--- config.mk ---
export PLATFORM = sky130hd
export DESIGN_NAME = router_pkt_gen_flat
export DESIGN_NICKNAME = d
export VERILOG_FILES = /design/src/rtl/router_pkt_gen_if.sv /design/src/rtl/router_pkt_gen.sv /design/src/flat_wrapper.sv
export SDC_FILE = /design/constraint.sdc
export NUM_CORES = 1
export LEC_CHECK = 0
export BUFFER_PORTS_ARGS = -buffer_cell sky130_fd_sc_hd__buf_4
export CAP_MARGIN = 20
export CORE_MARGIN = 2
export CORE_UTILIZATION = 35
export DETAILED_ROUTE_END_ITERATION = 16
export GPL_ROUTABILITY_DRIVEN = 0
export SLEW_MARGIN = 20
export SYNTH_ARGS = -nofsm -noshare
export SYNTH_HDL_FRONTEND = slang
export SYNTH_SLANG_ARGS = --single-unit
--- constraint.sdc ---
create_clock -name clock -period 4.6 [get_ports clock]
set_input_delay 0.46 -clock clock [delete_from_list [all_inputs] [get_ports clock]]
set_output_delay 0.46 -clock clock [all_outputs]
set_load 0.02 [all_outputs]
--- src/rtl/router_pkt_gen_if.sv ---
// Request and router-side signals of the router packet generator.
// The generator takes the master view; the router/test harness takes the slave view.
interface router_pkt_gen_if #(
  parameter int DATA_W = 8,
  parameter int LEN_W  = 6
);
  logic              start;
  logic [1:0]        dest_addr;
  logic [LEN_W-1:0]  payload_len;
  logic [DATA_W-1:0] seed;
  logic              bad_parity;
  logic              busy;
  logic              pkt_valid;
  logic [DATA_W-1:0] data_out;
  logic              tx_active;
  logic              done;
  logic [7:0]        pkt_count;

  modport master (
    input  start, dest_addr, payload_len, seed, bad_parity, busy,
    output pkt_valid, data_out, tx_active, done, pkt_count
  );

  modport slave (
    output start, dest_addr, payload_len, seed, bad_parity, busy,
    input  pkt_valid, data_out, tx_active, done, pkt_count
  );
endinterface

--- src/rtl/router_pkt_gen.sv ---
// Deterministic packet source for the router input port: header, LFSR payload,
// parity byte, with busy back-pressure and optional parity corruption.
module router_pkt_gen #(
  parameter int DATA_W = 8,
  parameter int LEN_W  = 6
) (
  input  logic                clock,
  input  logic                reset,
  router_pkt_gen_if.master    pkt
);

  typedef enum logic [1:0] {IDLE, HDR, PLD, PAR} state_e;

  state_e            state_q, state_d;
  logic [DATA_W-1:0] lfsr_q, lfsr_d;
  logic [DATA_W-1:0] parity_q, parity_d;
  logic [DATA_W-1:0] data_q, data_d;
  logic [LEN_W-1:0]  len_q, len_d;
  logic [LEN_W-1:0]  rem_q, rem_d;
  logic              bad_q, bad_d;
  logic              valid_q, valid_d;
  logic              active_q, active_d;
  logic              done_q, done_d;
  logic [7:0]        count_q, count_d;

  logic [DATA_W-1:0] header;
  logic [DATA_W-1:0] seed_nz;

  function automatic logic [DATA_W-1:0] lfsr_step(input logic [DATA_W-1:0] v);
    return {v[6:0], v[7] ^ v[5] ^ v[4] ^ v[3]};
  endfunction

  assign header  = {pkt.payload_len, pkt.dest_addr};
  // An all-zero seed would lock the LFSR at zero.
  assign seed_nz = (pkt.seed == '0) ? DATA_W'(1) : pkt.seed;

  always_comb begin
    // NOTE: every _d gets a hold default first so no path through the case leaves it unassigned (no latches).
    state_d  = state_q;
    lfsr_d   = lfsr_q;
    parity_d = parity_q;
    data_d   = data_q;
    len_d    = len_q;
    rem_d    = rem_q;
    bad_d    = bad_q;
    valid_d  = valid_q;
    active_d = active_q;
    done_d   = 1'b0;
    count_d  = count_q;

    unique case (state_q)
      IDLE: begin
        // The done cycle blocks a new start, forcing a gap between packets.
        if (pkt.start && !done_q && pkt.payload_len != '0) begin
          len_d    = pkt.payload_len;
          bad_d    = pkt.bad_parity;
          lfsr_d   = seed_nz;
          data_d   = header;
          parity_d = header;
          valid_d  = 1'b1;
          active_d = 1'b1;
          state_d  = HDR;
        end
      end

      HDR: begin
        if (!pkt.busy) begin
          data_d   = lfsr_q;
          parity_d = parity_q ^ lfsr_q;
          lfsr_d   = lfsr_step(lfsr_q);
          rem_d    = len_q - LEN_W'(1);
          state_d  = PLD;
        end
      end

      PLD: begin
        if (!pkt.busy) begin
          if (rem_q != '0) begin
            data_d   = lfsr_q;
            parity_d = parity_q ^ lfsr_q;
            lfsr_d   = lfsr_step(lfsr_q);
            rem_d    = rem_q - LEN_W'(1);
          end else begin
            data_d  = bad_q ? ~parity_q : parity_q;
            valid_d = 1'b0;
            state_d = PAR;
          end
        end
      end

      PAR: begin
        if (!pkt.busy) begin
          data_d   = '0;
          active_d = 1'b0;
          done_d   = 1'b1;
          count_d  = count_q + 8'd1;
          state_d  = IDLE;
        end
      end

      default: state_d = IDLE;
    endcase
  end

  always_ff @(posedge clock or posedge reset) begin
    if (reset) begin
      state_q  <= IDLE;
      lfsr_q   <= '0;
      parity_q <= '0;
      data_q   <= '0;
      len_q    <= '0;
      rem_q    <= '0;
      bad_q    <= 1'b0;
      valid_q  <= 1'b0;
      active_q <= 1'b0;
      done_q   <= 1'b0;
      count_q  <= '0;
    end else begin
      // NOTE: non-blocking assignments so every flop samples the pre-edge value of the others.
      state_q  <= state_d;
      lfsr_q   <= lfsr_d;
      parity_q <= parity_d;
      data_q   <= data_d;
      len_q    <= len_d;
      rem_q    <= rem_d;
      bad_q    <= bad_d;
      valid_q  <= valid_d;
      active_q <= active_d;
      done_q   <= done_d;
      count_q  <= count_d;
    end
  end

  assign pkt.pkt_valid = valid_q;
  assign pkt.data_out  = data_q;
  assign pkt.tx_active = active_q;
  assign pkt.done      = done_q;
  assign pkt.pkt_count = count_q;

endmodule

--- src/flat_wrapper.sv ---
// flat-port wrapper written by rule: the top's interface ports become plain ports
module router_pkt_gen_flat 
#(
  parameter int DATA_W = 8,
  parameter int LEN_W  = 6
)
  (clock, reset, pkt_start, pkt_dest_addr, pkt_payload_len, pkt_seed, pkt_bad_parity, pkt_busy, pkt_pkt_valid, pkt_data_out, pkt_tx_active, pkt_done, pkt_pkt_count);
  router_pkt_gen_if #(.DATA_W(DATA_W), .LEN_W(LEN_W)) pkt_i ();
  input  logic clock;
  input  logic reset;
  input wire logic [$bits(pkt_i.start)-1:0] pkt_start;
  input wire logic [$bits(pkt_i.dest_addr)-1:0] pkt_dest_addr;
  input wire logic [$bits(pkt_i.payload_len)-1:0] pkt_payload_len;
  input wire logic [$bits(pkt_i.seed)-1:0] pkt_seed;
  input wire logic [$bits(pkt_i.bad_parity)-1:0] pkt_bad_parity;
  input wire logic [$bits(pkt_i.busy)-1:0] pkt_busy;
  output wire logic [$bits(pkt_i.pkt_valid)-1:0] pkt_pkt_valid;
  output wire logic [$bits(pkt_i.data_out)-1:0] pkt_data_out;
  output wire logic [$bits(pkt_i.tx_active)-1:0] pkt_tx_active;
  output wire logic [$bits(pkt_i.done)-1:0] pkt_done;
  output wire logic [$bits(pkt_i.pkt_count)-1:0] pkt_pkt_count;
  assign pkt_i.start = pkt_start;
  assign pkt_i.dest_addr = pkt_dest_addr;
  assign pkt_i.payload_len = pkt_payload_len;
  assign pkt_i.seed = pkt_seed;
  assign pkt_i.bad_parity = pkt_bad_parity;
  assign pkt_i.busy = pkt_busy;
  assign pkt_pkt_valid = pkt_i.pkt_valid;
  assign pkt_data_out = pkt_i.data_out;
  assign pkt_tx_active = pkt_i.tx_active;
  assign pkt_done = pkt_i.done;
  assign pkt_pkt_count = pkt_i.pkt_count;
  router_pkt_gen #(.DATA_W(DATA_W), .LEN_W(LEN_W)) u_core (.clock(clock), .reset(reset), .pkt(pkt_i));
endmodule
After elaboration in Yosys (flattened, before gate mapping)
Cells that the tools add are included.

operators by class
  add/subtract/negate cells = 3
  equal/unequal tests = 9
  mux-type cells = 35
  bitwise operators = 6
  reductions and logical operators = 19

operator list
  kind                 number
  $mux 8               14
  $pmux 8 s3           2
  $pmux 8 s4           1
  $mux 6               3
  $pmux 6 s2           1
  $reduce_and 4->1     3
  $reduce_bool 6->1    2
  $sub 6x1->6 const B  2
  $mux 2               5
  $reduce_and 5->1     2
  $add 8x1->8 const B  1
  $logic_not 8->1      1
  $ne 2x2->1 const B   4
  $not 8->8            1
  $pmux 2 s4           1
  $xor 8x8->8          1
  $mux 1               6
  $reduce_bool 2->1    3
  $eq 2x2->1 const B   2
  $ne 2x1->1 const B   2
  $pmux 1 s2           2
  $reduce_and 2->1     2
  $reduce_and 3->1     1
  $reduce_bool 3->1    1
  6 further kinds      9

word-level totals
  register bits = 50
  input bits = 21

Longest topological paths before layout
Gate-level depths: netlist of run 1.

  depth after elaboration = 6
  mapped depth = 10
  gate-level depth less buffers = 8

Least setup slack after synthesis of run 1
OpenSTA, ideal clock, no wires.

  path kind = register to register
  start point = reg u_core.state_q[0]
  end point = reg u_core.rem_q[4]
  setup time = 77 ps
  data arrival time = 2057 ps
  path slack = 2466 ps
  cell stages (with the launch flop) = 11
  cells stage by stage = dfrtp_1 -> inv_1 -> ha_1 -> buf_6 -> clkbuf_1 -> mux2i_1 -> ha_1 -> o21a_1 -> xor2_1 -> o22ai_1 -> a21oi_1

on the way
  cells in the longest elaborated chain, start to end = 3
  elaborated cells between the ends (all ways) = 8
  those cells by class = eq/ne (5); mux (1); reduce/logical (2)

RTL lines
  what                                             line                   text
  start: declaration                               router_pkt_gen.sv:14   state_e state_q, state_d;
  start signal: assignment                         router_pkt_gen.sv:120  state_q <= state_d;
  $eq 2x2->1 / $eq 2x1->1 (equally long branches)  router_pkt_gen.sv:51   unique case (state_q)
  $ne 2x1->1 (no line) (tied with other cells)     n/a
  $reduce_and 4->1 (no line)                       n/a
  end signal: assignment                           router_pkt_gen.sv:125  rem_q <= rem_d;
  end: declaration                                 router_pkt_gen.sv:19   logic [LEN_W-1:0] rem_q, rem_d;

Parallel ways exist; a longest one is shown, timed or not.
A chain may end at the register's enable or synchronous reset.

Worst setup path in the final report of run 1
  start point = reg u_core.state_q[0]
  end point = reg u_core.state_q[1]

on the way
  cells in the longest elaborated chain, start to end = 3
  elaborated cells between the ends (all ways) = 11
  those cells by class = eq/ne (8); mux (1); reduce/logical (2)

RTL lines
  what                                                       line
  $eq 2x1->1 (tied with other cells)                         router_pkt_gen.sv:51
  $ne 2x2->1 (no line) / $ne 2x1->1 (equally long branches)  n/a
  $reduce_and 5->1 (no line)                                 n/a

Parallel ways exist; a longest one is shown, timed or not.

==> results.txt, run 1 <==
num rows -> 33
CTS tree -> yes
flop-to-flop setup slack -> 1930 ps
Worst-Margin Slew -> 889 ps
routed vias/inst -> 5.24
pin count of the biggest net entering global routing -> 51
Main synth FF type -> dfrtp_1
CP Class -> reg -> reg
crit-path leading delay family -> compound AO/OA/AOI/OAI gates
Syn Nets -> 334
CP arrival -> 2870 ps
status -> finished, final reports clean
H-tree depth -> 2
most used routing layer in global routing -> met2
crit-path max FO -> 23
DPL Wire Length -> 4.70 mm
skew final -> 12.0 ps
initial core utilization -> 36.1%
Critical path buffers and inverters -> 2
DR pass1 iterations -> 4
crit path cell chain -> inv_1 -> ha_1 -> buf_4 -> a22oi_1 -> nand3_2 -> a21oi_1 -> mux2_2
Storage cell area -> 1250 µm²
core area -> 8220 µm²
post-synthesis sequential area ratio -> 42.2%
async set-reset flop share out of synthesis -> 100%
setup TNS -> 0 ps
post-layout util -> 41.0%
final setup violation count -> 0
CTS root buffer -> clkbuf_8
clock sinks -> 50
Max VDD drop -> 0.360 mV
count of different cell masters after synthesis -> 43
Critical Path Sink Type -> register
number of buffers added for setup after CTS -> 0
clock latency at the later pin of the worst-skew pair -> 310 ps
CP max stage delay -> 410 ps
grt met2 use -> 22.2%
Final Max Tran Viols -> 0
YS warnings -> 0
R2R Path Start -> u_core.state_q[0]
crit path launch type -> register
vias in the first global route -> 2086
area of the multi-input gates -> 1500 µm²
GR Util met1 -> 22.1%
Synth Cell Area -> 2960 µm²
FF+latch count, synth -> 50
PwrDens -> 785 nW/µm²
number of synthesized flops with an enable pin -> 0
Antenna diodes -> 0
Syn Inst Count -> 306
reg2reg end -> u_core.state_q[1]
Nets -> 360
cts hold-fix bufs -> 0
Wirelength per Cell -> 15.0 µm
RSZ-0062 raised after global routing -> no
CP required -> 4800 ps
Post-Place Worst Slack -> 1970 ps
IO buf count -> 39
Hold WC Path Type -> in -> async
die area -> 9220 µm²
# DRC -> 0
die span in x -> 96.0 µm
Area Growth Syn to Fin -> 13.8%
I/O pin total -> 40
min cycle time layout -> 2670 ps
clock tree buffer depth -> 2
total CTS buffers -> 5
GRT Total Usage -> 14.9%
Slowest-stage cell, CP -> dfrtp_1
routing usage on met3 -> 2.43%
grt total ovfl -> 0
post-route ant nets -> 0
Fillers -> 816
total number of vias -> 2293
die extent in y -> 96.0 µm
Max Freq -> 374 MHz
clk slew on worst S/H paths -> 100 ps
first-pass GRT wire length -> 10.8 mm
share of cells above drive strength 1 -> 19.2%
final hold vios -> 0
maxcap violations -> 0
1st-iter DRT viols -> 182
CTS-repair resized insts -> 0
P_leak -> 1.50 nW
Max-slew headroom -> 40.2%
final worst-path cycle share -> 58.1%
Synth Area per Inst -> 9.68 µm²
R2R depth -> 7
Final WS setup -> 1930 ps
initial antenna violation count -> 0
hold_ws -> 309 ps
drt total wl -> 6.59 mm
placed cells by master (no fill, tap or decap), drive strengths merged, types with 4 or more instances in the layout:
cell type  Yosys  routed
o21ai         15      15
a21oi         26      26
xor2           5       5
a221oi        10      10
a31oi         11      11
nand3         12      12
ha             7       7
nor3           4       4
mux2i         11      11
o22a           8       8
a21o           8       8
nor2b          7       7
nand2b         4       4
mux2           8       8
xnor2         16      16
o211ai         4       4
clkbuf        11       6
nand2         24      24
nor4           5       5
inv           17      17
buf           10      40
nor2          13      13
o31ai          5       5
dfrtp         50      50
worst max path at each step:
stage,endpoint,slack [ps],startpoint,cells past startpoint
final,u_core.state_q[1],1930,u_core.state_q[0],7
after global routing,u_core.parity_q[0],1750,u_core.state_q[0],7
after global placement,u_core.state_q[1],2080,u_core.state_q[0],7
after detailed placement,u_core.state_q[1],1970,u_core.state_q[0],7
after CTS,u_core.state_q[1],1960,u_core.state_q[0],7
after floorplan,u_core.rem_q[4],2470,u_core.state_q[0],10
power by group:
part / internal [mW] / switching (mW) / total, mW
Clock: 0.179 / 0.154 / 0.333
Combinational: 0.650 / 0.765 / 1.41
Sequential: 0.647 / 0.253 / 0.900
Total: 1.48 / 1.17 / 2.65
area by class of cell:
type | count | share of cell area [%]
tap | 105 | 3.90
clock inverter | 2 | 1.15
clock buffer | 6 | 2.45
inverter | 17 | 1.93
timing repair buffer | 40 | 8.91
sequential | 50 | 37.1
multi-input combinational | 218 | 44.5
cell families (layout without fill, tap and decap cells):
logic type | after synthesis | count (layout) | synth area share [%]
compound gates | 95 | 95 | 21.2
xor+xnor | 21 | 21 | 6.21
fa+ha+maj | 7 | 7 | 2.96
buf+inv | 38 | 65 | 7.18
flops | 50 | 50 | 42.2
mux | 19 | 19 | 6.76
simple gates | 76 | 76 | 13.4
registers in the layout, indices dropped and copies added, names as in the netlist:
name                  cells
u_core.len_q              6
u_core.rem_q              6
u_core.lfsr_q             8
u_core.pkt.pkt_count      8
u_core.pkt.data_out       8
u_core.state_q            2
u_core.parity_q           8
u_core.pkt.done           1
u_core.pkt.tx_active      1
u_core.pkt.pkt_valid      1
u_core.bad_q              1
per-stage QoR:
step                cells  area, µm²  power, mW
floorplan             306       2960       2.06
global placement      430       3250       2.29
detailed placement    430       3250       2.32
CTS                   438       3370       2.66
global route          438       3370       2.89
finish                438       3370       2.65
routing by layer:
| metal | vias to the layer above | wire (µm) | share of wire, % |
|---|---|---|---|
| met1 | 1078 | 3320 | 50 |
| met2 | 57 | 2920 | 44 |
| met4 | 0 | 76 | 1.2 |
| met5 | - | 0 | 0 |
| li1 | 1154 | - | - |
| met3 | 4 | 282 | 4.3 |
Yosys cell counts, drive strengths merged (5+ instances only):
library cell,instances,area share [%]
ha,7,3.0
a21o,8,2.0
buf,10,3.0
xnor2,16,4.7
nor4,5,1.6
mux2i,11,3.7
mux2,8,3.0
xor2,5,1.5
clkbuf,11,2.1
o22a,8,2.4
inv,17,2.2
dfrtp,50,42
o21ai,15,2.5
nand2,24,3.0
o31ai,5,1.3
nor2b,7,1.5
nand3,12,2.4
a21oi,26,4.4
nor2,13,1.7
a221oi,10,3.0
a31oi,11,2.5
(Power assumes the default switching activity.)
==> run 2, diff against run 1 <==
--- a/config.mk
+++ b/config.mk
@@ -5,6 +5,7 @@
 export SDC_FILE = /design/constraint.sdc
 export NUM_CORES = 1
 export LEC_CHECK = 0
+export ABC_AREA = 1
 export BUFFER_PORTS_ARGS = -buffer_cell sky130_fd_sc_hd__buf_4
 export CAP_MARGIN = 20
 export CORE_MARGIN = 2
==> constraint.sdc (replaced) <==
create_clock -name clock -period 2.4 [get_ports clock]
set_input_delay 0.24 -clock clock [delete_from_list [all_inputs] [get_ports clock]]
set_output_delay 0.24 -clock clock [all_outputs]
set_load 0.02 [all_outputs]
==> results.txt, run 2 <==
die area -> 9200 µm² (-0.20%)
reg2reg end -> u_core.rem_q[4]
area of the multi-input gates -> 1500 µm² (-0.42%)
CTS-repair resized insts -> 0 (unchanged)
post-layout util -> 42.0% (+1.0 points)
post-synthesis sequential area ratio -> 42.3% (+0.089 points)
R2R Path Start -> u_core.state_q[0]
Storage cell area -> 1250 µm² (unchanged)
CTS tree -> yes
Max VDD drop -> 0.380 mV (+5.6%)
async set-reset flop share out of synthesis -> 100% (unchanged)
pin count of the biggest net entering global routing -> 19 (-63%)
# DRC -> 0 (unchanged)
clk slew on worst S/H paths -> 100 ps (about the same)
P_leak -> 1.87 nW (+25%)
clock latency at the later pin of the worst-skew pair -> 320 ps (about the same)
total number of vias -> 2471 (+7.8%)
1st-iter DRT viols -> 116 (-36%)
die extent in y -> 95.9 µm (about the same)
die span in x -> 95.9 µm (about the same)
DPL Wire Length -> 4.92 mm (+4.7%)
clock sinks -> 50 (unchanged)
skew final -> 8.01 ps (-4.03 ps)
Synth Area per Inst -> 7.39 µm² (-24%)
CP arrival -> 2320 ps (-550 ps)
Max-slew headroom -> 64.4% (+24 points)
setup TNS -> 0 ps (unchanged)
first-pass GRT wire length -> 11.1 mm (+2.6%)
Hold WC Path Type -> in -> reg
total CTS buffers -> 5 (unchanged)
CTS root buffer -> clkbuf_8
internal power -> 2.55 mW (+73%)
flop-to-flop setup slack -> 340 ps (-1580 ps)
H-tree depth -> 2 (unchanged)
DR pass1 iterations -> 4 (unchanged)
YS warnings -> 0 (unchanged)
RSZ-0062 raised after global routing -> no
largest family of logic cells by synthesized area -> simple AND/OR/NAND/NOR gates
core area -> 8220 µm² (unchanged)
routed vias/inst -> 4.53 (-14%)
clock network power share -> 12.5% (about the same)
Antenna diodes -> 0 (unchanged)
Area Growth Syn to Fin -> 16.8%
count of different cell masters after synthesis -> 29 (-33%)
min cycle time layout -> 2060 ps (-619 ps)
Worst-Margin Slew -> 534 ps (-356 ps)
Fillers -> 863 (+5.8%)
Post-Synth Adder-Cell Area -> 2.96% (+0.0063 points)
maxcap violations -> 0 (unchanged)
Critical Path Sink Type -> register
Nets -> 468 (+30%)
Switching Share -> 48.2% (+3.9 points)
synth cell count leaders -> 170 x nand2_1, 50 x dfrtp_1, 32 x inv_1, 31 x nor2_1, 24 x o21ai_0
IO buf count -> 39 (unchanged)
Synth area leader -> dfrtp_1
mux cell area share after synthesis -> 0% (-6.8 points)
Synth Cell Area -> 2960 µm² (-0.21%)
num rows -> 33 (unchanged)
Final Non-Filler Cells -> 546 (+25%)
PwrDens -> 1430 nW/µm² (+82%)
number of synthesized flops with an enable pin -> 0 (unchanged)
Syn Inst Count -> 400 (+31%)
simple-gate portion of the synthesized area -> 34.5% (+21 points)
crit path launch -> u_core.state_q[0]
crit path launch type -> register
initial antenna violation count -> 0 (unchanged)
GRT Total Usage -> 15.3% (+0.36 points)
Main synth FF type -> dfrtp_1
crit-path max FO -> 15 (-35%)
Wirelength per Cell -> 11.7 µm (-22%)
I/O pin total -> 40 (unchanged)
Synth top area share -> 42.3% (+0.089 points)
most frequent cells in the layout -> 170 x nand2_1, 50 x dfrtp_1, 42 x buf_4, 31 x nor2_1, 31 x inv_1
initial core utilization -> 36.0% (-0.076 points)
share of cells above drive strength 1 -> 15.0% (-4.3 points)
final setup violation count -> 0 (unchanged)
combinational power share -> 55.2% (+1.8 points)
Critical Path Sink -> u_core.rem_q[4]
Syn Nets -> 428 (+28%)
placed cell count -> 537 (+25%)
grt total ovfl -> 0 (unchanged)
final worst-path cycle share -> 85.6% (+28 points)
complex-gate fraction of the synthesized area -> 5.37% (-16 points)
CP required -> 2660 ps (-2140 ps)
Final Max Tran Viols -> 0 (unchanged)
vias in the first global route -> 2313 (+11%)
status -> finished, final reports clean
Power Total -> 4.92 mW (+86%)
NetSw -> 2.37 mW (+100%)
Flop pwr share -> 32.3% (-1.7 points)
drt total wl -> 6.41 mm (-2.8%)
final hold vios -> 0 (unchanged)
FF+latch count, synth -> 50 (unchanged)
clock tree buffer depth -> 2 (unchanged)
R2R depth -> 10 (+3)
post-route ant nets -> 0 (unchanged)
commonest non-fill, non-tap cell in the layout -> nand2_1
Area contributors post-synth -> dfrtp_1 42%, nand2_1 22%, o21ai_0 4.1%
Max Freq -> 486 MHz (+30%)
count leader, synth -> nand2_1
CP Class -> reg -> reg
xor/xnor share of the synthesized area -> 7.70% (+1.5 points)
[run 2: critical path, cell delays in order (launching register included)]
cell and delay [ps]:
dfrtp_1 420, inv_1 110, ha_1 500, inv_2 180, nand2_1 120, nand2_2 80
ha_1 230, nand3_1 100, xor2_1 150, nand2_1 60, nand2_1 50
[run 2: power by group through the flow]
stage	Sequential, mW	Combinational, mW	Clock (mW)
6_report	1.59	2.72	0.615
5_1_grt	1.64	3.17	0.657
4_1_cts	1.59	2.75	0.623
3_5_place_dp	1.61	2.74	0
3_3_place_gp	1.60	2.71	0
2_1_floorplan	1.63	2.10	0
[run 2: final cells by class]
cell class / count / area share [%]
Tap cell: 105 / 3.80
Timing Repair Buffer: 43 / 9.42
Multi-Input combinational cell: 304 / 43.3
Sequential cell: 50 / 36.2
Clock buffer: 6 / 2.10
Clock inverter: 2 / 1.09
Inverter: 36 / 4.06
[run 2: metal layers]
layer | part of all wire (%) | track usage, % | up-vias | wire length, µm
met5 | 0 | 0 | - | 0
met4 | 1.4 | 4.52 | 0 | 90
met3 | 3.1 | 2.98 | 7 | 198
met2 | 45 | 24.0 | 28 | 2880
met1 | 50 | 21.4 | 1127 | 3230
li1 | - | - | 1309 | -
[run 2: worst min path at each step]
stage / from / end / slack [ps] / cells past startpoint
detailed placement: reset / u_core.pkt.pkt_count[1] / 250 / 2
CTS: pkt_bad_parity / u_core.bad_q / 180 / 3
global route: pkt_bad_parity / u_core.bad_q / 180 / 3
global placement: reset / u_core.pkt.pkt_count[1] / 240 / 2
floorplan: pkt_payload_len[4] / u_core.len_q[4] / 380 / 2
finish: pkt_bad_parity / u_core.bad_q / 170 / 3
[run 2: what timing repair did]
action / 4_1_cts / 5_1_grt
hold buffers: 1 / 0
endpoints found under the hold margin: 15 / 0
setup endpoints to repair: 0 / 0
setup buffers: 0 / 0
[run 2: cell families after synthesis]
logic type / after synthesis
AO/OA/AOI/OAI: 29
XOR/XNOR: 26
adder cells (fa/ha/maj): 7
buffers and inverters: 46
flip-flops: 50
AND/OR/NAND/NOR: 242
[run 2: per-stage QoR]
stage	instance area (µm²)	setup slack, ps	hold slack, ps
after floorplan	2960	664	385
after global placement	3330	393	242
after detailed placement	3330	369	246
after CTS	3450	339	181
after global routing	3450	109	184
final	3450	344	172
